$ cat src/rtl/alu_arbiter.sv
// alu_arbiter: two-port round-robin arbiter and sequencer for a shared
// combinational ALU.
//
// The block accepts one operation at a time and registers its operands.
// It drives the operands to the ALU for one cycle, then captures the result.
// The result is returned only to the requester that issued the operation.
//
// Build option ALU_ARB_FLAGS_EN:
//   defined   - status flags are captured; C and O are kept only for ADD and SUB.
//   undefined - no flag registers are built and rsp_flags reads 4'b0000.
//
// state | meaning
// ------+---------------------------------------------------------------
// IDLE  | wait for a request; the grant is combinational from the valids
// EXEC  | the latched operation is on the ALU; result captured at cycle end
// RESP  | result held for the granted requester until it is consumed
module alu_arbiter #(
  parameter int              WIDTH  = 16,
  parameter int              OPW    = 4,
  parameter logic [OPW-1:0]  NOP_OP = {OPW{1'b1}}
) (
  input  logic             clk,
  input  logic             rst_n,

  input  logic             req0_valid,
  output logic             req0_ready,
  input  logic [OPW-1:0]   req0_op,
  input  logic [WIDTH-1:0] req0_a,
  input  logic [WIDTH-1:0] req0_b,

  input  logic             req1_valid,
  output logic             req1_ready,
  input  logic [OPW-1:0]   req1_op,
  input  logic [WIDTH-1:0] req1_a,
  input  logic [WIDTH-1:0] req1_b,

  output logic             rsp0_valid,
  input  logic             rsp0_ready,
  output logic             rsp1_valid,
  input  logic             rsp1_ready,
  output logic [WIDTH-1:0] rsp_result,
  output logic [3:0]       rsp_flags,

  output logic [WIDTH-1:0] alu_a,
  output logic [WIDTH-1:0] alu_b,
  output logic [OPW-1:0]   alu_opcode,
  input  logic [WIDTH-1:0] alu_result,
  input  logic             alu_z,
  input  logic             alu_n,
  input  logic             alu_o,
  input  logic             alu_c,

  output logic             busy
);

  typedef enum logic [1:0] {
    S_IDLE = 2'd0,
    S_EXEC = 2'd1,
    S_RESP = 2'd2
  } state_t;

  state_t           state_q, state_d;
  logic             last_q;   // port granted most recently; reset to 1 so port 0 wins the first tie
  logic             gnt_q;    // port that owns the in-flight operation
  logic [OPW-1:0]   op_q,  op_d;
  logic [WIDTH-1:0] a_q,   a_d;
  logic [WIDTH-1:0] b_q,   b_d;
  logic [WIDTH-1:0] result_q;

  logic             grant0, grant1;
  logic             accept;
  logic             rsp_hs;

  // Round-robin grant: a lone requester always wins.
  // On a tie, the port that was not granted last time wins.
  assign grant0 = req0_valid & (~req1_valid |  last_q);
  assign grant1 = req1_valid & (~req0_valid | ~last_q);

  // Payload of the winning port, latched on accept.
  assign op_d = grant1 ? req1_op : req0_op;
  assign a_d  = grant1 ? req1_a  : req0_a;
  assign b_d  = grant1 ? req1_b  : req0_b;

  // Next-state and handshake outputs.
  always_comb begin
    state_d    = state_q;
    req0_ready = 1'b0;
    req1_ready = 1'b0;
    rsp0_valid = 1'b0;
    rsp1_valid = 1'b0;
    accept     = 1'b0;
    rsp_hs     = 1'b0;
    case (state_q)
      S_IDLE: begin
        req0_ready = grant0;
        req1_ready = grant1;
        accept     = grant0 | grant1;
        if (accept) begin
          state_d = S_EXEC;
        end
      end
      S_EXEC: begin
        state_d = S_RESP;
      end
      S_RESP: begin
        rsp0_valid = ~gnt_q;
        rsp1_valid =  gnt_q;
        rsp_hs     = gnt_q ? rsp1_ready : rsp0_ready;
        if (rsp_hs) begin
          state_d = S_IDLE;
        end
      end
      default: begin
        state_d = S_IDLE;
      end
    endcase
  end

  // State, grant bookkeeping, operand latches and result capture.
  always_ff @(posedge clk or negedge rst_n) begin
    if (!rst_n) begin
      state_q  <= S_IDLE;
      last_q   <= 1'b1;
      gnt_q    <= 1'b0;
      op_q     <= NOP_OP;
      a_q      <= '0;
      b_q      <= '0;
      result_q <= '0;
    end else begin
      state_q <= state_d;
      if (accept) begin
        op_q   <= op_d;
        a_q    <= a_d;
        b_q    <= b_d;
        gnt_q  <= grant1;
        last_q <= grant1;
      end
      if (state_q == S_EXEC) begin
        result_q <= alu_result;
      end
    end
  end

`ifdef ALU_ARB_FLAGS_EN
  localparam logic [OPW-1:0] OP_ADD = '0;
  localparam logic [OPW-1:0] OP_SUB = {{(OPW-1){1'b0}}, 1'b1};

  logic [3:0] flags_q;
  logic       arith_op;

  // Carry and overflow only have meaning for add and subtract.
  assign arith_op = (op_q == OP_ADD) || (op_q == OP_SUB);

  // Flag capture alongside the result at the end of EXEC.
  always_ff @(posedge clk or negedge rst_n) begin
    if (!rst_n) begin
      flags_q <= 4'b0000;
    end else if (state_q == S_EXEC) begin
      flags_q <= {alu_z, alu_n, alu_o & arith_op, alu_c & arith_op};
    end
  end

  assign rsp_flags = flags_q;
`else
  logic unused_alu_flags;

  assign unused_alu_flags = ^{alu_z, alu_n, alu_o, alu_c};
  assign rsp_flags        = 4'b0000;
`endif

  // The operands stay at their last latched values.
  // The opcode shows NOP except during EXEC.
  assign alu_a      = a_q;
  assign alu_b      = b_q;
  assign alu_opcode = (state_q == S_EXEC) ? op_q : NOP_OP;
  assign rsp_result = result_q;
  assign busy       = (state_q != S_IDLE);

endmodule
$ cat config.mk
export PLATFORM = sky130hd
export DESIGN_NAME = alu_arbiter
export DESIGN_NICKNAME = d
export VERILOG_FILES = /design/src/rtl/alu_arbiter.sv
export SDC_FILE = /design/constraint.sdc
export NUM_CORES = 1
export LEC_CHECK = 0
export BUFFER_PORTS_ARGS = -buffer_cell sky130_fd_sc_hd__buf_2
export CAP_MARGIN = 20
export CELL_PAD_IN_SITES_DETAIL_PLACEMENT = 1
export CELL_PAD_IN_SITES_GLOBAL_PLACEMENT = 2
export CORE_ASPECT_RATIO = 1.2
export CORE_UTILIZATION = 27
export DETAILED_ROUTE_END_ITERATION = 16
export PLACE_DENSITY_LB_ADDON = 0.12
export SYNTH_ARGS = -nofsm -noshare
export SYNTH_HDL_FRONTEND = slang
export SYNTH_SLANG_ARGS = --single-unit
$ cat constraint.sdc
create_clock -name clk -period 3 [get_ports clk]
set_input_delay 0.3 -clock clk [delete_from_list [all_inputs] [get_ports clk]]
set_output_delay 0.3 -clock clk [all_outputs]
set_load 0.05 [all_outputs]
## After elaboration in Yosys (flattened, before gate mapping)

Index checks and enable logic that the tools add are counted.

| storage, ports and cells | value |
|---|---|
| register bits | 56 |
| latch bits | 0 |
| bits in writable memories | 0 |
| bits in read-only memories | 0 |
| input bits | 98 |
| output and inout port bits | 61 |
| word-level logic and storage cells | 36 |
| memories | 0 |

| cells by class | value |
|---|---|
| $add $sub $neg | 0 |
| multipliers | 0 |
| divide/modulo/power cells | 0 |
| order comparisons | 0 |
| eq/ne operators | 4 |
| shift-type cells | 0 |
| mux-type cells | 13 |
| bitwise logic cells | 9 |
| reductions and logical operators | 3 |

Operators with widths:

| kind | number |
|---|---|
| $mux 16 | 2 |
| $mux 4 | 2 |
| $mux 1 | 6 |
| $pmux 2 s3 | 1 |
| $mux 2 | 2 |
| $ne 2x2->1 const B | 2 |
| $not 1->1 | 4 |
| $or 1x1->1 | 3 |
| $and 1x1->1 | 2 |
| $eq 2x1->1 const B | 1 |
| $eq 2x2->1 const B | 1 |
| $logic_not 2->1 | 1 |
| $reduce_and 2->1 | 1 |
| $reduce_bool 2->1 | 1 |

## Logic depth before layout (Yosys ltp)

| logic depth | value |
|---|---|
| depth in word-level cells | 6 |
| gate-level depth with buffers | 6 |
| mapped depth without buffers | 3 |

## Least setup slack after synthesis

Ideal clock, no wire load.

| timing path | value |
|---|---|
| path type | register to output |
| start | register state_q[0] |
| end | output req1_ready |
| arrival | 1.872 ns |
| required time | 2.700 ns |
| setup slack | 0.828 ns |
| cell stages (with the launch flop) | 5 |
| buffers on the path | 1 |
| cells stage by stage | dfrtp_1 nor2_1 clkbuf_1 inv_1 nor2_1 |

| on the way | value |
|---|---|
| word-level cells in the longest chain between the ends | 2 |

RTL lines:

| element | line | text |
|---|---|---|
| from (decl) | 62 | `state_t state_q, state_d;` |
| from (signal assigned) | 130 | `state_q <= state_d;` |
| $logic_not 2->1 | 93 | `case (state_q)` |
| $mux 1 | 93 |  |
| to (decl) | 32 | `output logic req1_ready,` |

No other way between the ends.

## Final worst setup path

| timing path | value |
|---|---|
| start | register state_q[0] |
| end | output req0_ready |

| on the way | value |
|---|---|
| word-level cells in the longest chain between the ends | 2 |

RTL lines:

| element | line | text |
|---|---|---|
| $logic_not 2->1 | 93 |  |
| $mux 1 | 93 |  |
| to (decl) | 26 | `output logic req0_ready,` |

No other way between the ends.

==> metrics.csv <==
stage;metric;value;unit
outcome;outcome;finished clean;
setup_path;Crit. End Element;output port;
setup_path;RR Startpoint;state_q[0];
timing;RSZ-0062 raised after global routing;false;
finish;Sequential cell area;1410;um2
grt;grt total ovfl;0;
setup_path;CP max-delay cell;nor2_4;
routing;DRT iter0 DRCs;38;
setup_path;ordered cell list for the critical path;nor2_4 > and3_1 > buf_2;
routing;final WL;8.36;mm
grt;first-pass GRT wire length;13.7;mm
floorplanning;io pins;159;
yosys;post-synthesis sequential area ratio;49.0;%
timing;Final Hold Vio Count;0;
finish;layout cells sized above 1;52.3;%
grt;vias in the first global route;2693;
clock_network;number of buffers created by CTS;5;
routing;detailed-route DRC error count;0;
yosys;top cells by count, synth;nand2_1 (73), dfrtp_1 (51), a21oi_1 (37);
finish;NumNets Final;508;
placement;dpl hpwl;5.94;mm
setup_path;Arr. time, crit path;1.80;ns
floorplanning;die outline width;96.1;um
timing;Tmin final;2.10;ns
setup_path;setup slack, reg-to-reg;1.18;ns
yosys;Syn Inst Count;266;
clock_network;CTS H-tree depth;2;
routing;Detail Route Antenna Nets;0;
clock_network;clock tree buffer depth;2;
floorplanning;die area;11000;um2
placement;post-place setup slack;1.13;ns
routing;vias per inst;4.67;
clock_network;post-CTS setup buffers;0;
setup_path;worst reg2reg path depth;4;
yosys;flop and latch count out of synthesis;56;
timing;crit share post-route;69.8;%
setup_path;crit path launch type;flop;
clock_network;clk_lat worst skew;0.30;ns
setup_path;CP Data Required Time;2.70;ns
clock_network;clock tree root buffer cell;clkbuf_16;
power_and_ir_drop;Lkg Pwr;1.79;nW
clock_network;clock sink count;56;
routing;vias;2507;
placement;I/O Buffers;150;
timing;Setup Skew;0.00638;ns
floorplanning;DIE HEIGHT;115;um
setup_path;CP endpoint;req0_ready;
yosys;most frequent cell after synthesis;nand2_1;
min_path;worst min path class;primary input to flop;
power_and_ir_drop;P per Cell Area;1330;nW/um2
setup_path;peak per-stage delay on the critical path;0.52;ns
yosys;Yosys top cell area share;44.5;%
run;# Max-Cap Violations;0;
yosys;ys flop type;dfrtp_1;
grt;Global Route Usage Sum;16.4;%
timing;max_slew headroom;58.6;%
setup_path;Worst Setup SP;state_q[0];
timing;setup_tns;0;ns
yosys;Synth cell types;23;
timing;Max Slew Vio Count;0;
finish;area grow syn2layout;35.2;%
power_and_ir_drop;worst vdd ir;0.339;mV
finish;Filler Cells Inserted;1206;
grt;pin count of the biggest net entering global routing;38;
placement;routability cong.;0.660;
yosys;Async SR Flop Fraction;100;%
yosys;EDFF count, synth;0;
clock_network;Post-CTS Resized;0;
setup_path;Crit Path Category;flop to output port;
yosys;top post-synthesis cells by area;dfrtp_1 (44%), a31oi_4 (14%), nand2_1 (9.5%);
floorplanning;starting density of the core;28.3;%
setup_path;RR Endpoint;alu_b[6];
yosys;Syn Area/Cell;10.8;um2
clock_network;post-cts hold buffer count;1;
grt;initial antenna violation count;0;
timing;Slew @ Worst Pin;0.620;ns
yosys;Mapped Area;2870;um2
finish;# diodes;0;
clock_network;Clk pin slew, worst setup/hold paths;0.07;ns
floorplanning;Std-Cell Rows;40;
timing;Setup WS post-layout;0.905;ns
finish;Multi-input gate area;1310;um2
routing;drt wl/cell;15.6;um
floorplanning;Core Box Area;10200;um2
routing;DRT Pass-1 Iters;4;
timing;Setup Viol. Count Final;0;
yosys;Synth area leader;dfrtp_1;
yosys;Ys Warns;0;
clock_network;TritonCTS clock tree;yes;
setup_path;crit path max fanout;25;
timing;Max Clk Rate;477;MHz
## stage by stage
step	util (%)	cells	hold slack (ns)	area [um2]	power (mW)
finish	38.2	537	0.218	3880	5.16
global route	38.2	537	0.225	3880	5.50
CTS	38.2	537	0.210	3880	5.26
detailed placement	36.5	528	0.222	3710	4.57
global placement	36.5	528	0.218	3710	4.52
floorplan	-	269	0.00441	2880	3.87
## power breakdown
part	total [mW]	internal [mW]	switching, mW
Sequential	1.37	1.17	0.200
Clock	0.673	0.394	0.279
Combinational	3.12	0.883	2.24
## layout by cell type (no fill, tap or decap), types with 2 or more instances in the layout
master     synthesis  routed
buf_2              3     150
nand2_1           73      73
dfrtp_1           51      51
a21oi_1           37      37
a31oi_4           19      19
a31oi_1           17      17
mux2_2            17      17
buf_4              5       7
clkbuf_16          0       5
dfstp_2            5       5
or2_2              4       4
conb_1             1       4
nand2b_1           3       3
nor2_1             4       3
inv_1              2       2
a21bo_2            2       2
o21ai_0            2       2
## layer usage
layer	vias up	GRT usage, %	share of wire, %	wire (um)
met5	-	0	0	0
met4	0	5.07	1.3	112
met3	8	4.76	8.3	694
met2	93	28.4	51	4230
met1	1201	19.3	40	3320
li1	1205	-	-	-
## kinds of logic after synthesis
kind of cell | after synthesis | share of synthesized area, %
and+or+nand+nor | 87 | 12.2
other | 1 | 0.131
buffers and inverters | 27 | 6.23
AOI/OAI and AO/OA | 78 | 25.7
DFF | 56 | 49.0
muxes | 17 | 6.67
## registers in the layout, summed over array words and instances, names as in the netlist
register / count
gnt_q: 1
alu_a: 16
rsp_result: 16
last_q: 1
state_q: 2
alu_b: 16
op_q: 4
## worst max-delay path, delay by kind of cell, from the launching register on
family | cells | cell delay, ns
buf+inv | 1 | 0.27
flops | 1 | 0.42
simple gates | 2 | 0.81
## worst min-delay path by stage
stage	from	endpoint	slack (ns)	cells after the start
3_5_place_dp	rst_n	rsp_result[3]	0.22	1
5_1_grt	req0_op[3]	op_q[3]	0.23	3
4_1_cts	req0_op[3]	op_q[3]	0.21	3
6_report	req0_op[3]	op_q[3]	0.22	3
3_3_place_gp	rst_n	rsp_result[3]	0.22	1
2_1_floorplan	rst_n	alu_a[0]	0.004	0
## final cells by class
type	count	share of cell area (%)
timing repair buffer	159	21.5
clock inverter	2	0.903
multi-input combinational	186	33.8
clock buffer	6	3.32
sequential	56	36.3
inverter	2	0.193
tap	126	4.06
Note: power is estimated with default switching activity, not from simulation.
